`config.mk`:
```
export PLATFORM = sky130hd
export DESIGN_NAME = compress_sequencer
export DESIGN_NICKNAME = d
export VERILOG_FILES = /design/src/rtl/compress_sequencer.sv
export SDC_FILE = /design/constraint.sdc
export NUM_CORES = 1
export LEC_CHECK = 0
export CORE_MARGIN = 2
export CORE_UTILIZATION = 30
export CTS_CLUSTER_DIAMETER = 60
export DETAILED_ROUTE_END_ITERATION = 16
export GPL_TIMING_DRIVEN = 0
export MAX_ROUTING_LAYER = met4
export PLACE_DENSITY = 0.53
export SYNTH_ARGS = -nofsm -noshare
export SYNTH_HDL_FRONTEND = slang
export SYNTH_SLANG_ARGS = --single-unit
```
`constraint.sdc`:
```
create_clock -name clk -period 5.22 [get_ports clk]
set_input_delay 1.044 -clock clk [delete_from_list [all_inputs] [get_ports clk]]
set_output_delay 1.044 -clock clk [all_outputs]
set_load 0.03 [all_outputs]
```
`src/rtl/compress_sequencer.sv`:
```
// compress_sequencer
// Reduces the SRC_DIM x SRC_DIM 1-bit drawing buffer to a DST_DIM x DST_DIM
// 8-bit image. The source is read in raster order; set pixels are counted
// per BLK x BLK block, and each block's scaled count goes to the compressed
// image RAM once the block's bottom-right pixel has been consumed.
//
// Two stages:
//   issue  : walks (src_x, src_y) and strobes src_re unless the frame buffer
//            stalls.
//   sample : one cycle later consumes src_pix, accumulates it into the
//            column-of-blocks accumulator and, on a block's last pixel,
//            emits the write.
//
// state | meaning
// ------+---------------------------------------------------------------
// IDLE  | waiting for start; read counters held at 0
// SCAN  | issuing reads in raster order, frozen while stall is high
// DRAIN | all reads issued; waiting for the final block write to go out
// FIN   | done pulse (busy still high), then back to IDLE
//
// Assumes SRC_DIM <= 256, SRC_DIM a multiple of BLK, BLK >= 8 and
// DST_DIM*DST_DIM <= 1024 so the fixed port widths hold every value.

module compress_sequencer #(
    parameter int SRC_DIM = 224,
    parameter int BLK     = 8
) (
    input  logic       clk,
    input  logic       rst_n,
    input  logic       start,
    input  logic       stall,
    output logic [7:0] src_x,
    output logic [7:0] src_y,
    output logic       src_re,
    input  logic       src_pix,
    output logic       dst_we,
    output logic [9:0] dst_addr,
    output logic [7:0] dst_data,
    output logic       busy,
    output logic       done
);

    localparam int DST_DIM = SRC_DIM / BLK;
    localparam int BLK_W   = $clog2(BLK);
    localparam int IDX_W   = $clog2(DST_DIM);
    localparam int SRC_W   = $clog2(SRC_DIM);
    // Accumulator holds 0..BLK*BLK inclusive (a fully set block).
    localparam int CNT_W   = $clog2(BLK * BLK + 1);
    localparam int PROD_W  = CNT_W + 2;

    localparam logic [7:0] COORD_LAST = 8'(SRC_DIM - 1);
    localparam logic [9:0] ADDR_LAST  = 10'(DST_DIM * DST_DIM - 1);
    localparam logic [9:0] ROW_STRIDE = 10'(DST_DIM);

    typedef enum logic [1:0] {
        IDLE,
        SCAN,
        DRAIN,
        FIN
    } state_e;

    state_e            state_q;
    logic [7:0]        x_q;
    logic [7:0]        y_q;
    logic              busy_q;
    logic              done_q;

    // Sample stage: coordinates of the read issued last cycle.
    logic              valid_q;
    logic [SRC_W-1:0]  samp_x_q;
    logic [SRC_W-1:0]  samp_y_q;

    // One accumulator per block column; a whole row of blocks is open at once.
    logic [CNT_W-1:0]  acc_q [DST_DIM];

    logic              dst_we_q;
    logic [9:0]        dst_addr_q;
    logic [7:0]        dst_data_q;

    logic              issue;
    logic              last_issue;
    logic [IDX_W-1:0]  blk_x;
    logic [IDX_W-1:0]  blk_y;
    logic              blk_end;
    logic [CNT_W-1:0]  cnt_d;
    logic [PROD_W-1:0] prod_d;
    logic [7:0]        data_d;
    logic [9:0]        addr_d;

    // Read issue is combinational on stall so a busy frame buffer never
    // sees a strobe in the cycle it is busy.
    always_comb begin
        issue      = (state_q == SCAN) && !stall;
        last_issue = issue && (x_q == COORD_LAST) && (y_q == COORD_LAST);
    end

    // Sample-stage arithmetic: pixel count including the incoming pixel,
    // saturating x4 scale (a full block maps to 255), and block address.
    always_comb begin
        blk_x   = samp_x_q[BLK_W +: IDX_W];
        blk_y   = samp_y_q[BLK_W +: IDX_W];
        blk_end = (&samp_x_q[BLK_W-1:0]) && (&samp_y_q[BLK_W-1:0]);
        cnt_d   = acc_q[blk_x] + CNT_W'(src_pix);
        prod_d  = {cnt_d, 2'b00};
        data_d  = (prod_d > PROD_W'(255)) ? 8'hFF : prod_d[7:0];
        addr_d  = 10'(blk_y) * ROW_STRIDE + 10'(blk_x);
    end

    // Sequencer FSM: read counters, busy/done flags.
    always_ff @(posedge clk or negedge rst_n) begin
        if (!rst_n) begin
            state_q <= IDLE;
            x_q     <= 8'd0;
            y_q     <= 8'd0;
            busy_q  <= 1'b0;
            done_q  <= 1'b0;
        end else begin
            done_q <= 1'b0;
            case (state_q)
                IDLE: begin
                    x_q <= 8'd0;
                    y_q <= 8'd0;
                    if (start) begin
                        state_q <= SCAN;
                        busy_q  <= 1'b1;
                    end
                end
                SCAN: begin
                    if (last_issue) begin
                        x_q     <= 8'd0;
                        y_q     <= 8'd0;
                        state_q <= DRAIN;
                    end else if (issue) begin
                        if (x_q == COORD_LAST) begin
                            x_q <= 8'd0;
                            y_q <= y_q + 8'd1;
                        end else begin
                            x_q <= x_q + 8'd1;
                        end
                    end
                end
                DRAIN: begin
                    // The final block's write is on the outputs this cycle.
                    if (dst_we_q && (dst_addr_q == ADDR_LAST)) begin
                        state_q <= FIN;
                        done_q  <= 1'b1;
                    end
                end
                FIN: begin
                    state_q <= IDLE;
                    busy_q  <= 1'b0;
                end
                default: begin
                    state_q <= IDLE;
                    busy_q  <= 1'b0;
                end
            endcase
        end
    end

    // Sample stage: track the issued read, accumulate the returned pixel and
    // emit the block write on the block's bottom-right pixel. Pixels are
    // consumed regardless of stall; stall only gates issue.
    always_ff @(posedge clk or negedge rst_n) begin
        if (!rst_n) begin
            valid_q    <= 1'b0;
            samp_x_q   <= '0;
            samp_y_q   <= '0;
            dst_we_q   <= 1'b0;
            dst_addr_q <= 10'd0;
            dst_data_q <= 8'd0;
            for (int i = 0; i < DST_DIM; i++) begin
                acc_q[i] <= '0;
            end
        end else begin
            valid_q  <= issue;
            dst_we_q <= 1'b0;
            if (issue) begin
                samp_x_q <= x_q[SRC_W-1:0];
                samp_y_q <= y_q[SRC_W-1:0];
            end
            if (valid_q) begin
                if (blk_end) begin
                    dst_we_q     <= 1'b1;
                    dst_addr_q   <= addr_d;
                    dst_data_q   <= data_d;
                    acc_q[blk_x] <= '0;
                end else begin
                    acc_q[blk_x] <= cnt_d;
                end
            end
        end
    end

    assign src_x    = x_q;
    assign src_y    = y_q;
    assign src_re   = issue;
    assign dst_we   = dst_we_q;
    assign dst_addr = dst_addr_q;
    assign dst_data = dst_data_q;
    assign busy     = busy_q;
    assign done     = done_q;

endmodule

```
======== Word-level counts from Yosys, hierarchy flattened ========
Index checks and enable logic that the tools add are counted.
W data, S select, Z words.
word-level totals
  register bits ........................... 252
  input bits .............................. 5
operators by class
  bitwise logic cells ..................... 3
  reductions and logical operators ........ 17
  add/subtract/negate cells ............... 4
  mux-type cells .......................... 26
  multiply operators ...................... 1
  equal/unequal tests ..................... 11
  $lt $le $gt $ge ......................... 3
operators with widths
  kind                    count
  $and A196 B196 Y196     1
  $bwmux W196             1
  $mux W196               1
  $not A196 Y196          1
  $mux W8                 7
  $bmux W7 S5             1
  $demux W7 S5            1
  $pmux W8 S2             2
  $mux W7                 3
  $add A8 B1 Y8 const B   2
  $eq A8 B8 Y1 const B    2
  $reduce_and A3 Y1       4
  $add A10 B5 Y10         1
  $eq A10 B10 Y1 const B  1
  $gt A9 B8 Y1 const B    1
  $mul A5 B3 Y8 const B   1
  $pmux W2 S4             1
  $add A7 B1 Y7           1
  $ge A6 B6 Y1 const B    1
  $logic_and A1 B1 Y1     6
  $lt A6 B1 Y1 const B    1
  $mux W2                 3
  $ne A2 B2 Y1 const B    3
  $not A5 Y6              1
  other kinds (10)        18

======== Depth between registers and ports, before layout ========
  depth in word-level cells ............... 8
  mapped depth ............................ 16
  gate-level depth less buffers ........... 11

======== Worst setup path after synthesis ========
OpenSTA, ideal clock, no wires.
  kind .................................... flip-flop to flip-flop
  start point ............................. reg samp_x_q[4]
  end point ............................... reg acc_q[12] in the netlist's numbering
  buffers on the path ..................... 6
  path slack .............................. 1.473 ns
  stages on the path, launching flop included .. 17
  data required time ...................... 5.116 ns
  arrival ................................. 3.644 ns
  path through ............................ dfrtp_1 -> buf_2 -> buf_2 -> buf_1 -> clkbuf_1 -> mux4_2 -> mux2_2 -> a22oi_1 -> o221ai_1 -> ha_1 -> inv_1 -> a41o_1 -> or4_4 -> and2_1 -> buf_6 -> buf_6 -> o41ai_2
between the ends
  word-level cells in the longest chain between the ends .. 8
  elaborated cells on any way between the ends .. 14
  classes of those cells .................. add/sub (1); order compare (2); mux (7); bitwise (3); reduce/logical (1)
ends and longest elaborated chain
  item                                                   line           RTL
  from (decl)                                            70             logic [SRC_W-1:0] samp_x_q;
  from (signal assigned)                                 179            samp_x_q <= x_q[SRC_W-1:0];
  $not A5 Y6 (implied by the code) (*)                   103, 187, 189
  branches (longest 6 deep; another with $add A7 B1 Y7)  n/a
  $mux W196 (*)                                          183            if (blk_end) begin
  to (signal, indexed assignment)                        189            acc_q[blk_x] <= cnt_d;
  to (decl)                                              74             logic [CNT_W-1:0] acc_q [DST_DIM];
Mark *: on every way between the ends. The select of a mux whose other input is x is not followed.
A chain may end at the register's enable or synchronous reset.

======== Final worst setup path ========
  start point ............................. reg samp_x_q[3]
  end point ............................... reg acc_q[158] in the netlist's numbering
Same word-level chain as after synthesis.

==> metrics <==
Worst Max-Slew Pin Slew=1.34 ns; Reg area=0.00628 mm^2; Net count, final=1204; Period minus WS final=4.91 ns; Mapped Area=0.0123 mm^2; Peak VDD IR=0.000243 V; startpoint types=flip-flop; CP required=roughly 5.7 ns; row count=74; Clock Tree Root=clkbuf_16; drt pass-1 iters=5; total CTS buffers=29; Hold Path Class=input port to async pin; WS Path Type=flip-flop to flip-flop; CTS resizes=4; sequential area share after synthesis=51.2%; syn_area_per_cell=between 10 and 15 um^2; remaining global-route overflow=0; Clock transition at path regs=0.06 ns; area share of the largest cell type after synthesis=51.2%; share of layout cells above drive strength 1=between 15 and 20%; Leak=5.67 nW; CTS tree=yes; Die Width=206 um; final RePlAce weighted congestion=slightly above 0.8; Finish-stage setup viols=0; DR vias=8745; Layout fillers=roughly 4100; relative slew slack=10.6%; max cap viols=0; syn nets=1130; largest net degree at the start of global routing=108; CP Max Fanout=10; Core Region=0.0406 mm^2; detailed-route DRC error count=0; achievable frequency=about 0.20 GHz; port buffer count=42; Yosys warning count=0; IO Count=43; CTS max path bufs=3; Max Clock Skew=0.0119 ns; Initial Util=30.2%; RSZ-0062 raised after global routing=no; synth unique cells=63; number of synthesized register bits=251; Post CTS Setup Buffer Count=0; dpl cells=1677; final core occ=35.2%; Primary FF master, synth=dfrtp_1; Die Y=206 um; CP endpoint kind=flip-flop; Post-synth ARST share=100%; power per cell area=275 mW/mm^2; DRT antenna net count=0; Setup TNS Final=0 ns; Pwr Total=3.94 mW; H-tree depth=1; Synth area leaders=dfrtp_1, nand2_1, mux2_2; final std cells w/o fill=between 1500 and 2000; first-pass GRT wire length=between 50000 and 60000 um; initial antenna violation count=0; Hold Slack=approximately 0.42 ns; post-synth top area cell=dfrtp_1; Hold-fix buffers, CTS=0; WL final=35100 um; GRT Overall Usage=between 10% and 20%; Syn Inst Count=1101; period utilization=94.1%; Slew Limit Fails=0; vias per cell=5.07; DIE AREA=about 0.043 mm^2; Post-DP HPWL=24500 um; outcome=finished, final reports clean; ant diodes=0; Final Hold Viols=0; DRT iter0 DRCs=762; Sink Count=251; Wirelength per Cell=between 20 and 25 um; multi-input logic area=0.00548 mm^2; EDFF count, synth=0; P&R area growth vs syn=16.5%; Skew-Pair Late Insertion Delay=between 0.5 and 0.6 ns; WP data arrival=approximately 5.4 ns; vias in the first global route=about 9000
synthesized netlist by cell type (all sizes together) (2+ instances only):
library cell  instances
inv                  14
nor3                 10
mux2i                52
mux2                 72
a211oi                3
nor2                 31
buf                  26
clkbuf               60
o21ai               105
and3                  2
o31ai                31
o41ai                29
nand4b                3
nor2b                13
o21bai                2
xnor2                12
and2                  5
fa                    6
a21oi                14
nand4                 6
or2                   2
a21o                  3
nand3                24
or3                   2
nand2               222
and4                  2
o21a                  2
nor4                  2
ha                   18
mux4                 26
xor2                  8
a22oi                21
nand2b                6
dfrtp               251
path summary, 6_finish.rpt:
check	from	endpoint	slack (ns)	depth (start not counted)
worst max-delay path	samp_x_q[3]$_DFFE_PN0P_	acc_q[158]$_DFFE_PN0P_	0.31	15
worst min-delay path	rst_n	acc_q[54]$_DFFE_PN0P_	0.42	1
worst max register to register	samp_x_q[3]$_DFFE_PN0P_	acc_q[158]$_DFFE_PN0P_	0.31	15
worst min register to register	acc_q[34]$_DFFE_PN0P_	acc_q[34]$_DFFE_PN0P_	0.47	2
max in group asynchronous	rst_n	dst_addr[7]$_DFFE_PN0P_	3.47	3
min in group clk	acc_q[34]$_DFFE_PN0P_	acc_q[34]$_DFFE_PN0P_	0.47	2
metal layers:
layer | up-vias | wire length (um) | track usage, % | part of all wire [%]
met5 | - | 0 | - | 0
met4 | 0 | 745 | 4.52 | 2.1
met3 | 54 | 1350 | 2.00 | 3.8
met2 | 201 | 16300 | 26.9 | 46
met1 | 4418 | 16800 | 24.4 | 48
li1 | 4072 | - | - | -
worst max-delay path, cell delays in order, from the launching register on:
cell and delay [ns]:
dfrtp_1 0.34, buf_6 0.19, buf_6 0.24, buf_6 0.24, buf_6 0.22, clkdlybuf4s15_2 0.56, mux4_2 0.59, a22oi_1 0.36
o221ai_1 0.21, ha_1 0.25, ha_1 0.23, nand3_1 0.20, nor3_1 0.13, nor3_4 0.40, clkbuf_1 0.41, mux2_2 0.25
where the power goes:
part           switching, mW  internal (mW)
logic                 0.0740         0.0172
registers                  0           1.95
clock network          0.813           1.09
cell type report:
type / instances / area share [%]
Sequential cell: 251 / 43.9
Multi-Input combinational cell: 749 / 38.3
Clock buffer: 41 / 5.46
Tap cell: 532 / 4.65
Timing Repair Buffer: 44 / 3.36
Buffer: 85 / 3.31
Clock inverter: 9 / 0.603
Inverter: 15 / 0.394
stage by stage:
step                      setup WS [ns]  cell area [um^2]
after floorplan                    1.47             12300
after global placement            -8.14             13400
after detailed placement         -0.728             13400
after CTS                         0.111             14300
after global routing             0.0366             14300
final                             0.309             14300
kinds of logic (layout without fill, tap and decap cells):
group | count (synthesis) | in the layout | synth area share [%]
buffers and inverters | 101 | 194 | 4.27
adders and majority gates | 24 | 24 | 2.81
and+or+nand+nor | 333 | 333 | 11.7
muxes | 150 | 150 | 15.7
DFF | 251 | 251 | 51.2
xor gates and xnor gates | 20 | 20 | 1.49
AOI/OAI and AO/OA | 222 | 222 | 12.9
sequential cells by signal, summed over array words and instances (netlist names), 2 cells and up:
| signal | flops |
|---|---|
| acc_q | 196 |
| dst_addr | 10 |
| samp_x_q | 8 |
| samp_y_q | 8 |
| src_x | 8 |
| src_y | 8 |
| dst_data | 7 |
| state_q | 2 |
layout by cell type, fill, tap and decap left out, types with 7 or more instances in the layout:
master / n
o41ai_2: 20
nand2_1: 221
nand3_1: 24
o41ai_1: 9
xnor2_1: 12
clkbuf_1: 69
o21ai_0: 104
nor3_1: 8
a21oi_1: 14
dfrtp_1: 251
nor2_1: 30
mux2i_1: 52
mux4_2: 24
nor2b_1: 13
xor2_1: 7
a22oi_1: 20
o31ai_1: 31
mux2_2: 72
buf_6: 10
clkdlybuf4s50_1: 41
inv_1: 14
ha_1: 18
clkbuf_16: 29
(Power assumes the default switching activity.)
